## src/rtl/chroma_key_mixer.sv

```systemverilog
// chroma_key_mixer: joins fg/bg Avalon-ST RGB streams beat-for-beat and replaces green-screen fg pixels with bg
// Ports: clk, reset_n (async, active low); fg_*/bg_* sink streams ({R,G,B}, R in MSBs);
//   out_* source stream (readyLatency 0); key_en/key_g_min/key_margin live key thresholds;
//   sync_err sticky fg/bg packet misalignment flag.
// Option: define CHROMA_KEY_STATS_EN to add keyed_count/count_valid per-video-frame keyed pixel stats.
module chroma_key_mixer #(
  parameter int CW = 8,
  parameter int PIPE_LAT = 2
) (
  input  logic            clk,
  input  logic            reset_n,
  input  logic [3*CW-1:0] fg_data,
  input  logic            fg_sop,
  input  logic            fg_eop,
  input  logic            fg_valid,
  output logic            fg_ready,
  input  logic [3*CW-1:0] bg_data,
  input  logic            bg_sop,
  input  logic            bg_eop,
  input  logic            bg_valid,
  output logic            bg_ready,
  output logic [3*CW-1:0] out_data,
  output logic            out_sop,
  output logic            out_eop,
  output logic            out_valid,
  input  logic            out_ready,
  input  logic            key_en,
  input  logic [CW-1:0]   key_g_min,
  input  logic [CW-1:0]   key_margin,
  output logic            sync_err
`ifdef CHROMA_KEY_STATS_EN
  ,
  output logic [31:0]     keyed_count,
  output logic            count_valid
`endif
);
  if (PIPE_LAT != 2) begin : g_lat_chk
    $error("chroma_key_mixer: PIPE_LAT must be 2");
  end
  typedef enum logic [2:0] {S_HDR, S_VID, S_CTL, S_RSY_BG, S_RSY_FG} state_t;
  state_t state, nxt, join_nxt;
  logic live, load, ld_key, err, hit, both, s1_adv, s2_adv;
  logic s1_valid, s1_sop, s1_eop, s1_key;
  logic [3*CW-1:0] s1_fg, s1_bg;
  logic [CW-1:0] r, g, b;
  assign {r, g, b} = fg_data;
  // 9-bit sums so a large R/B plus margin cannot wrap into a false key
  assign hit = g >= key_g_min && {1'b0, g} >= {1'b0, r} + {1'b0, key_margin}
            && {1'b0, g} >= {1'b0, b} + {1'b0, key_margin};
  assign s2_adv = !out_valid || out_ready;
  assign s1_adv = !s1_valid || s2_adv;
  assign both = fg_valid && bg_valid;
  assign join_nxt = (fg_eop && bg_eop) ? S_HDR : fg_eop ? S_RSY_BG : bg_eop ? S_RSY_FG
                  : state != S_HDR ? state : fg_data[3:0] == 4'd0 ? S_VID : S_CTL;
  // live holds both readies low until the first clock after reset release
  always_comb begin
    fg_ready = 1'b0;
    bg_ready = 1'b0;
    load = 1'b0;
    ld_key = 1'b0;
    err = 1'b0;
    nxt = state;
    if (live)
      case (state)
        S_HDR:
          if (both && fg_sop && bg_sop) begin
            if (fg_data[3:0] != bg_data[3:0]) begin
              bg_ready = 1'b1;
              err = 1'b1;
              nxt = bg_eop ? S_HDR : S_RSY_BG;
            end else if (s1_adv) begin
              fg_ready = 1'b1;
              bg_ready = 1'b1;
              load = 1'b1;
              err = fg_eop != bg_eop;
              nxt = join_nxt;
            end
          end else begin
            fg_ready = fg_valid && !fg_sop;
            bg_ready = bg_valid && !bg_sop;
            err = fg_ready || bg_ready;
          end
        S_VID, S_CTL:
          if (both && s1_adv) begin
            fg_ready = 1'b1;
            bg_ready = 1'b1;
            load = 1'b1;
            ld_key = state == S_VID && key_en && hit;
            err = fg_eop != bg_eop;
            nxt = join_nxt;
          end
        S_RSY_BG: begin
          bg_ready = bg_valid;
          nxt = (bg_valid && bg_eop) ? S_HDR : state;
        end
        S_RSY_FG:
          if (fg_valid && s1_adv) begin
            fg_ready = 1'b1;
            load = 1'b1;
            nxt = fg_eop ? S_HDR : state;
          end
        default: nxt = S_HDR;
      endcase
  end
  always_ff @(posedge clk or negedge reset_n)
    if (!reset_n) begin
      state <= S_HDR;
      live <= 1'b0;
      sync_err <= 1'b0;
      s1_valid <= 1'b0;
      s1_sop <= 1'b0;
      s1_eop <= 1'b0;
      s1_key <= 1'b0;
      s1_fg <= '0;
      s1_bg <= '0;
      out_valid <= 1'b0;
      out_sop <= 1'b0;
      out_eop <= 1'b0;
      out_data <= '0;
    end else begin
      state <= nxt;
      live <= 1'b1;
      sync_err <= sync_err || err;
      if (s1_adv) s1_valid <= load;
      if (load) begin
        s1_fg <= fg_data;
        s1_bg <= bg_data;
        s1_sop <= fg_sop;
        s1_eop <= fg_eop;
        s1_key <= ld_key;
      end
      if (s2_adv) out_valid <= s1_valid;
      if (s2_adv && s1_valid) begin
        out_data <= s1_key ? s1_bg : s1_fg;
        out_sop <= s1_sop;
        out_eop <= s1_eop;
      end
    end
`ifdef CHROMA_KEY_STATS_EN
  logic pkt_vid, s1_vid, s2_vid, s2_key;
  logic [31:0] cnt, cnt_nx;
  assign cnt_nx = (s2_key && cnt != '1) ? cnt + 32'd1 : cnt;
  always_ff @(posedge clk or negedge reset_n)
    if (!reset_n) begin
      pkt_vid <= 1'b0;
      s1_vid <= 1'b0;
      s2_vid <= 1'b0;
      s2_key <= 1'b0;
      cnt <= '0;
      keyed_count <= '0;
      count_valid <= 1'b0;
    end else begin
      count_valid <= 1'b0;
      if (load && state == S_HDR) pkt_vid <= fg_data[3:0] == 4'd0;
      if (load) s1_vid <= state == S_HDR ? fg_data[3:0] == 4'd0 : pkt_vid;
      if (s2_adv && s1_valid) begin
        s2_vid <= s1_vid;
        s2_key <= s1_key;
      end
      if (out_valid && out_ready) begin
        cnt <= (s2_vid && out_eop) ? '0 : cnt_nx;
        if (s2_vid && out_eop) begin
          keyed_count <= cnt_nx;
          count_valid <= 1'b1;
        end
      end
    end
`endif
endmodule
```

## config.mk

```make
export PLATFORM = sky130hd
export DESIGN_NAME = chroma_key_mixer
export DESIGN_NICKNAME = d
export VERILOG_FILES = /design/src/rtl/chroma_key_mixer.sv
export SDC_FILE = /design/constraint.sdc
export NUM_CORES = 1
export LEC_CHECK = 0
export CAP_MARGIN = 5
export CORE_ASPECT_RATIO = 2
export CORE_MARGIN = 2
export CORE_UTILIZATION = 50
export CTS_BUF_LIST = sky130_fd_sc_hd__clkbuf_8
export CTS_CLUSTER_SIZE = 8
export DETAILED_ROUTE_END_ITERATION = 8
export GPL_ROUTABILITY_DRIVEN = 0
export PLACE_DENSITY = 0.75
export SKIP_CTS_REPAIR_TIMING = 1
export SYNTH_ARGS = -nofsm -noshare
export SYNTH_HDL_FRONTEND = slang
export SYNTH_SLANG_ARGS = --single-unit
```

## constraint.sdc

```tcl
create_clock -name clk -period 6.95 [get_ports clk]
set_clock_uncertainty 0.2 [all_clocks]
set_input_delay 2.085 -clock clk [delete_from_list [all_inputs] [get_ports clk]]
set_output_delay 2.085 -clock clk [all_outputs]
set_load 0.1 [all_outputs]
```

## Word level (Yosys, flattened, before mapping)

Index checks and enable logic that the tools add are counted.

| storage, ports and cells | value |
|---|---|
| register bits | 84 |
| bits of input ports | 74 |
| output and inout port bits | 30 |

| operators by class | value |
|---|---|
| $add $sub $neg | 2 |
| $lt $le $gt $ge | 3 |
| equality and inequality tests | 12 |
| multiplexer cells | 38 |
| reduce and logical (&&, ||, !) cells | 27 |

Operator list:

| cell | count |
|---|---|
| $mux W3 | 11 |
| $mux W24 | 1 |
| $mux W1 | 19 |
| $add A8 B8 Y9 | 2 |
| $ge A8 B9 Y1 | 2 |
| $logic_and A1 B1 Y1 | 14 |
| $pmux W3 S4 | 1 |
| $ne A2 B2 Y1 const B | 5 |
| $pmux W1 S3 | 3 |
| $ge A8 B8 Y1 | 1 |
| $reduce_and A7 Y1 | 1 |
| $eq A3 B2 Y1 const B | 2 |
| $logic_not A1 Y1 | 4 |
| $logic_not A4 Y1 | 1 |
| $logic_or A1 B1 Y1 | 4 |
| $mux W2 | 2 |
| $ne A4 B4 Y1 | 1 |
| $eq A3 B1 Y1 const B | 1 |
| $eq A3 B3 Y1 const B | 1 |
| $logic_not A3 Y1 | 1 |
| $ne A3 B3 Y1 const B | 1 |
| $reduce_bool A3 Y1 | 1 |
| $pmux W1 S2 | 1 |
| $reduce_or A2 Y1 | 1 |
| $ne A1 B1 Y1 | 1 |

## Depth between registers and ports, before layout

Gate-level depths: netlist of run 1.

| depth | value |
|---|---|
| depth in word-level cells | 10 |
| depth in mapped cells | 12 |
| mapped depth without buffers | 12 |

## Worst setup path after synthesis of run 1

OpenSTA, ideal clock, no wires.

| timing path | value |
|---|---|
| path kind | input to output |
| start point | input bg_valid |
| end point | output bg_ready |
| arrival | 5.602 ns |
| data required time | 4.665 ns |
| setup slack | -0.937 ns |
| stages | 5 |
| path buffers | 1 |
| cells stage by stage | buf_2 and4_1 a221oi_1 a221oi_1 nor4_1 |

| on the way | value |
|---|---|
| longest elaborated chain between the ends | 6 |
| elaborated cells on any way between the ends | 9 |

Ends and longest elaborated chain:

| element | line | source |
|---|---|---|
| start, declared | 20 | `input logic bg_valid,` |
| $logic_and A1 B1 Y1 | 52 | `assign both = fg_valid && bg_valid;` |
| $logic_and A1 B1 Y1 (2 in a row) | 66 | `if (both && fg_sop && bg_sop) begin` |
| $mux W1 | 66 |  |
| $pmux W1 S3 (*) | 64 | `case (state)` |
| $mux W1 (*) | 63 | `if (live)` |
| end, declared | 21 | `output logic bg_ready,` |

Every way passes the cells marked *; elsewhere a longest branch is shown, timed or not.

## Final worst setup path of run 1

| timing path | value |
|---|---|
| start point | input fg_data[3] |
| end point | output fg_ready |

| on the way | value |
|---|---|
| longest elaborated chain between the ends | 5 |

Ends and longest elaborated chain:

| element | line | source |
|---|---|---|
| start, declared | 12 | `input logic [3*CW-1:0] fg_data,` |
| $ne A4 B4 Y1 | 67 | `if (fg_data[3:0] != bg_data[3:0]) begin` |
| $mux W1 | 67 |  |
| $mux W1 | 66 |  |
| $pmux W1 S3 | 64 |  |
| $mux W1 | 63 |  |
| end, declared | 16 | `output logic fg_ready,` |

No other way between the ends.

==> results of run 1 <==
==> synthesized netlist by cell type (3+ instances only) <==
library cell / n
a211o_1: 3
a211oi_1: 3
a21o_1: 6
a21oi_1: 15
a31oi_1: 6
buf_12: 5
clkbuf_1: 10
dfrtp_1: 84
ha_1: 41
inv_1: 19
mux2_4: 50
mux2i_1: 25
nand2_1: 45
nand2b_1: 3
nand3_1: 5
nor2_1: 14
nor2b_1: 6
nor3_1: 3
o21a_1: 4
o21ai_0: 33
o21ai_1: 4
o31ai_1: 4
xor2_1: 14
==> per-stage QoR <==
stage	instance area [um^2]	hold WS (ns)	power, mW
2_1_floorplan	5220	0.272	1.96
3_3_place_gp	6330	0.260	2.27
6_report	6550	0.284	2.68
3_5_place_dp	6330	0.263	2.30
5_1_grt	6550	0.298	2.83
4_1_cts	6550	0.289	2.70
==> flip-flops by register name, indices dropped and copies added (netlist names) <==
| name | flops |
|---|---|
| out_valid | 1 |
| s1_sop | 1 |
| s1_key | 1 |
| s1_fg | 24 |
| out_data | 24 |
| sync_err | 1 |
| s1_valid | 1 |
| s1_bg | 24 |
| out_eop | 1 |
| live | 1 |
| out_sop | 1 |
| s1_eop | 1 |
| state | 3 |
==> critical path, delay by kind of cell <==
| family | cells | cell delay [ns] |
|---|---|---|
| buf+inv | 2 | 0.72 |
| simple gates | 3 | 0.91 |
| xor+xnor | 1 | 0.23 |
| compound gates | 1 | 0.32 |
==> how the worst max path moves through the flow <==
stage	end	slack, ns	cells after the start
floorplan	bg_ready	0.24	5
global placement	fg_ready	0.47	7
detailed placement	fg_ready	0.42	7
CTS	fg_ready	0.43	7
global route	fg_ready	0.35	7
finish	fg_ready	0.38	7
==> final cells by class <==
type	instances	area, um^2
multi-input cells	332	2890
clock buffers	10	138
repair buffers	109	1090
clock inverters	6	87.6
fillers	842	3600
flip-flops and latches	84	2100
inverters	19	71.3
well taps	135	169
==> placed cells by master, fill, tap and decap left out, types with 4 or more instances in the layout <==
cell / Yosys / layout
clkdlybuf4s50_1: 0 / 100
o21ai_1: 4 / 4
nand2_1: 45 / 45
o21a_1: 4 / 4
nand3_1: 5 / 5
mux2i_1: 25 / 25
clkbuf_8: 0 / 10
nor2_1: 14 / 14
mux2_4: 50 / 50
a21o_1: 6 / 6
xor2_1: 14 / 14
o21ai_0: 33 / 33
inv_1: 19 / 20
a21oi_1: 15 / 15
nor2b_1: 6 / 6
ha_1: 41 / 41
buf_4: 0 / 7
o31ai_1: 4 / 4
a31oi_1: 6 / 6
dfrtp_1: 84 / 84
==> report_power, final <==
part,internal [mW],switching [mW]
clock,0.212,0.176
combinational,0.555,0.860
sequential,0.714,0.168
total,1.48,1.20
==> per-layer routing <==
layer | track usage (%) | share of wire (%) | vias to the layer above
met5 | 0 | 0 | -
met4 | 16.2 | 6.6 | 0
met3 | 3.94 | 3.9 | 46
met2 | 43.2 | 52 | 125
met1 | 24.9 | 37 | 1880
li1 | - | - | 1843
==> cells by family after synthesis <==
family | count (synthesis)
AOI/OAI and AO/OA | 101
and+or+nand+nor | 94
xor gates and xnor gates | 16
DFF | 84
muxes | 77
buffers and inverters | 37
other | 1
adders and majority gates | 43
==> results by group, run 1 <==
Critical path
  • Reg2reg start: state[2]
  • Cells on worst reg2reg path: 6
  • Worst path cell trace: clkdlybuf4s50_1 -> xor2_1 -> nor4_4 -> and2_1 -> nand3_1 -> a211oi_2 -> buf_12
  • CP Launch Type: input port
  • Crit path required time: 4.66 ns
  • Max FO, Critical Path: 6
  • R2r endpoint: s1_bg[10]
  • Slowest Stage Delay on Critical Path: 0.57 ns
  • Crit path DAT: 4.28 ns
  • R2R setup slack: 3.89 ns
  • CP startpoint: fg_data[3]
  • Crit. End Element: output pin
  • Slowest-stage cell, CP: nor4_4
  • Critical path class: input port to output pin

Route
  • DRT iter0 DRCs: 177
  • WL per Instance: 18.6 um
  • Via density per instance: 5.60
  • Total Routed Length: 12.9 mm
  • First drt pass iteration count: 5
  • Via count: 3,894
  • DRC violations left: 0
  • Post-DRT Antenna Nets: 0

Yosys
  • Seq/Total Area, Yosys: 40.4%
  • Unique masters post-synth: 60
  • Mapped Nets: 570
  • Synth Area in Adders: 10.6%
  • Async S/R FF share, synth: 100%
  • Largest family of logic cells by synthesized area: multiplexers
  • Synthesized cell area: 0.00520 mm^2
  • Syn avg cell area: 11.5 um^2
  • Synth Flop Type: dfrtp_1
  • Synth Area in Compound Gates: 12.9%
  • Synth Area in Simple Gates: 9.38%
  • Fraction of synthesized cell area in xor and xnor cells: 2.69%
  • Syn Inst Count: 453
  • Synth warnings: 0
  • Post-synth EDFFs: 0
  • Yosys top cell by area: dfrtp_1
  • Share of the synthesized area in the top cell type: 40.4%
  • FF+latch count, synth: 84
  • Post-synthesis mux area share: 19.7%
  • Synth area leaders: dfrtp_1 (40%), mux2_4 (14%), ha_1 (9.9%), mux2i_1 (4.8%), nand2_1 (3.2%)

Timing
  • Final min period: 6.57 ns
  • Setup TNS: 0 ns
  • Final number of setup-violating endpoints: 0
  • RSZ-0062 raised after global routing: no
  • Final period util: 94.5%
  • Slew Limit Fails: 0
  • Fin worst setup slack: 0.382 ns
  • Slew @ Worst Pin: 1.04 ns
  • Max Fclk: 152 MHz
  • Final hold violations: 0
  • Rel. slew slack: 30.6%

Place
  • Place WS: 0.421 ns
  • Placed Instances: 679
  • Post-DP HPWL: 10.1 mm
  • I/O Buffers: 103

CTS
  • Clk slew on worst S/H paths: 0.08 ns
  • TritonCTS clock tree: yes
  • Root Driver: clkbuf_8
  • Clk_lat worst skew: 0.36 ns
  • Clock Path Buffers: 2
  • H-tree depth: 3
  • TritonCTS Buffers: 9
  • CTS sink count: 84

Global routing
  • Initial antenna violation count: 0
  • GRT Util Overall: 23.8%
  • First-pass GRT wire length: 20.9 mm
  • Vias in the first global route: 4,154
  • Largest net degree at the start of global routing: 85
  • Gr ovfl total: 0

Floorplan
  • Die area: 0.0113 mm^2
  • Number of placement rows: 52
  • Starting density of the core: 51.3%
  • Core ar.: 0.0101 mm^2
  • Die Span X: 76.1 um
  • IO Count: 104
  • Die H: 148 um

Hold path
  • Hold_sp: out_data[19]
  • Worst hold path endpoint: out_data[19]
  • Hold depth: 2
  • Worst Hold Class: register to register

Status
  • Status: finished clean

Power and ir drop
  • Power Dens Cells: 410 mW/mm^2
  • Peak supply drop: 0.219 mV
  • Leakage: 2.88 nW

Finish
  • Ratio of cells with drive above 1 in the final layout: 15.4%
  • # nets final: 672
  • Area growth, synth to finish: 25.9%
  • Utilization after layout: 64.6%
  • Post-Layout Cell Count: 695
  • N_diodes: 0

Job
  • Max-cap violations: 0
(Power assumes the default switching activity.)
==> run 2, diff against run 1 <==
REMOVE_ABC_BUFFERS = 1   (was unset)
clock period = 7.5 ns   (was 6.95 ns; I/O delays follow)
==> run 2 against run 1 <==
Compared with the run above: clock power fell by 29%; die area did not move; total power fell by 11%; worst hold slack got worse by 0.0052 ns; clock-buffer cell count fell by 1; first-iteration DRC count rose by 9.6%; largest cell class unchanged; highest routed layer unchanged.
==> results by group, run 2 (same netlist as run 1, synthesis figures left out) <==
Critical path
  • Crit. End Element: output pin
  • Critical path class: input port to output pin
  • Max FO, Critical Path: 6 (unchanged)
  • Slowest Stage Delay on Critical Path: 0.56 ns (about the same)
  • Worst path cell trace: clkdlybuf4s50_1 -> xor2_1 -> nor4_4 -> and2_1 -> nand3_1 -> a211oi_1 -> buf_12
  • Crit path required time: 5.05 ns (+0.39 ns)
  • CP Launch Type: input port
  • Cells on worst reg2reg path: 6 (unchanged)
  • R2R setup slack: 4.23 ns (+0.34 ns)
  • Reg2reg start: state[2]
  • R2r endpoint: s1_fg[0]
  • Slowest-stage cell, CP: clkdlybuf4s50_1
  • Crit path DAT: 4.54 ns (+0.26 ns)

Route
  • Total Routed Length: 12.7 mm (-1.8%)
  • Post-DRT Antenna Nets: 0 (unchanged)
  • DRT iter0 DRCs: 194 (+9.6%)
  • First drt pass iteration count: 6 (+1)
  • WL per Instance: 18.3 um (-1.5%)
  • Via density per instance: 5.67 (+1.2%)
  • DRC violations left: 0 (unchanged)
  • Via count: 3,928 (+0.87%)

Global routing
  • Met2 GRT Util: 44.4% (+1.2 points)
  • First-pass GRT wire length: 20.7 mm (-0.73%)
  • Vias in the first global route: 4,183 (+0.70%)
  • Gr ovfl total: 0 (unchanged)
  • Met3 GRT Util: 4.13% (+0.18 points)
  • GRT Util Overall: 23.4% (-0.37 points)
  • Initial antenna violation count: 0 (unchanged)
  • Largest net degree at the start of global routing: 84 (-1.2%)
  • GR peak layer: met2
  • M1 GR Usage: 25.1% (+0.17 points)

Place
  • I/O Buffers: 103 (unchanged)
  • Post-DP Area: 0.00631 mm^2 (-0.30%)
  • Post-DP HPWL: 9.72 mm (-3.7%)
  • Placed Instances: 678 (-0.15%)

CTS
  • H-tree depth: 3 (unchanged)
  • Clk slew on worst S/H paths: 0.08 ns (about the same)
  • Root Driver: clkbuf_8
  • CTS sink count: 84 (unchanged)
  • Clk_lat worst skew: 0.36 ns (about the same)
  • Clock Path Buffers: 2 (unchanged)
  • TritonCTS Buffers: 9 (unchanged)
  • TritonCTS clock tree: yes

Timing
  • Final period util: 93.2%
  • RSZ-0062 raised after global routing: no
  • Final hold violations: 0 (unchanged)
  • Final number of setup-violating endpoints: 0 (unchanged)
  • Setup TNS: 0 ns (unchanged)
  • Worst hold margin: 0.279 ns (-0.00518 ns)
  • Rel. slew slack: 29.8% (-0.76 points)
  • Final min period: 6.99 ns
  • Max Fclk: 143 MHz
  • Slew @ Worst Pin: 1.05 ns (+0.00804 ns)
  • Slew Limit Fails: 0 (unchanged)

Floorplan
  • Number of placement rows: 52 (unchanged)
  • Starting density of the core: 51.3% (unchanged)
  • Die Span X: 76.1 um (unchanged)
  • Die H: 148 um (unchanged)
  • Core ar.: 0.0101 mm^2 (unchanged)
  • IO Count: 104 (unchanged)
  • Die area: 0.0113 mm^2 (unchanged)

Power and ir drop
  • Psw: 1.11 mW (-7.7%)
  • Peak supply drop: 0.196 mV (-11%)
  • Seq pwr share: 33.9% (+1.1 points)
  • Clk pwr share: 11.5% (-2.9 points)
  • Leakage: 2.85 nW (-0.89%)
  • Sw frac: 46.2% (+1.4 points)
  • Combinational power share: 54.6% (+1.9 points)
  • Cell Int Power: 1.29 mW (-13%)
  • Power Dens Cells: 371 mW/mm^2 (-9.3%)

Finish
  • Commonest non-fill, non-tap cell in the layout: clkdlybuf4s50_1
  • # nets final: 671 (-0.15%)
  • Final Cell Area: 0.00647 mm^2 (-1.3%)
  • N_diodes: 0 (unchanged)
  • Post-Layout Cell Count: 693 (-0.29%)
  • Top Registers: out_data (24), s1_bg (24), s1_fg (24)
  • Most frequent cells in the layout: clkdlybuf4s50_1 (100), dfrtp_1 (84), mux2_4 (50)
  • Ratio of cells with drive above 1 in the final layout: 14.5% (-0.84 points)
  • Area growth, synth to finish: 24.3%

Hold path
  • Worst hold path endpoint: sync_err
  • Hold depth: 1 (-1)
  • Hold_sp: sync_err
  • Worst Hold Class: register to register

Job
  • Max-cap violations: 0 (unchanged)

Status
  • Status: finished clean
run 2: cell types whose count changed in the layout (fill, tap and decap cells not counted), moves of 2 or more:
| cell | before | now |
|---|---|---|
| bufinv_16 | 2 | 0 |
| clkinv_4 | 0 | 2 |
| clkinvlp_4 | 2 | 0 |
| clkinv_2 | 0 | 2 |
run 2: area by class of cell:
cell class                 count  area [um^2]
clock buffer                   9          124
clock inverter                 6         35.0
fill                         878         3680
inverter                      19         71.3
multi-input combinational    332         2880
sequential                    84         2100
tap                          135          169
timing repair buffer         108         1090
run 2: routing by layer:
layer  up-vias  wire, um
met5         -         0
met4         0       491
met3        42       557
met2       139      6950
met1      1904      4690
li1       1843         -
run 2: how the worst max path moves through the flow:
| stage | start | to | cells past startpoint |
|---|---|---|---|
| finish | fg_data[1] | fg_ready | 7 |
| global route | fg_data[1] | fg_ready | 7 |
| CTS | fg_data[1] | fg_ready | 7 |
| detailed placement | fg_data[1] | fg_ready | 7 |
| global placement | fg_data[3] | fg_ready | 7 |
| floorplan | fg_data[2] | bg_ready | 5 |
run 2: through the flow:
step | utilization [%] | setup slack [ns] | total power [mW]
floorplan | - | -0.693 | 1.78
global placement | 62.2 | 0.565 | 2.09
detailed placement | 62.2 | 0.566 | 2.13
CTS | 63.7 | 0.526 | 2.42
global route | 63.7 | 0.443 | 2.54
finish | 63.7 | 0.514 | 2.40
run 2: worst max-delay path, delay by kind of cell:
family | cells | cell delay [ns]
AND/OR/NAND/NOR | 3 | 0.83
buffers and inverters | 2 | 0.79
AO/OA/AOI/OAI | 1 | 0.42
XOR/XNOR | 1 | 0.25
run 2: power by group through the flow:
stage / sequential [mW] / combinational, mW / clock, mW
floorplan: 1.23 / 0.556 / 0
global placement: 0.806 / 1.28 / 0
detailed placement: 0.820 / 1.31 / 0
CTS: 0.814 / 1.32 / 0.283
global route: 0.844 / 1.39 / 0.301
finish: 0.815 / 1.31 / 0.277
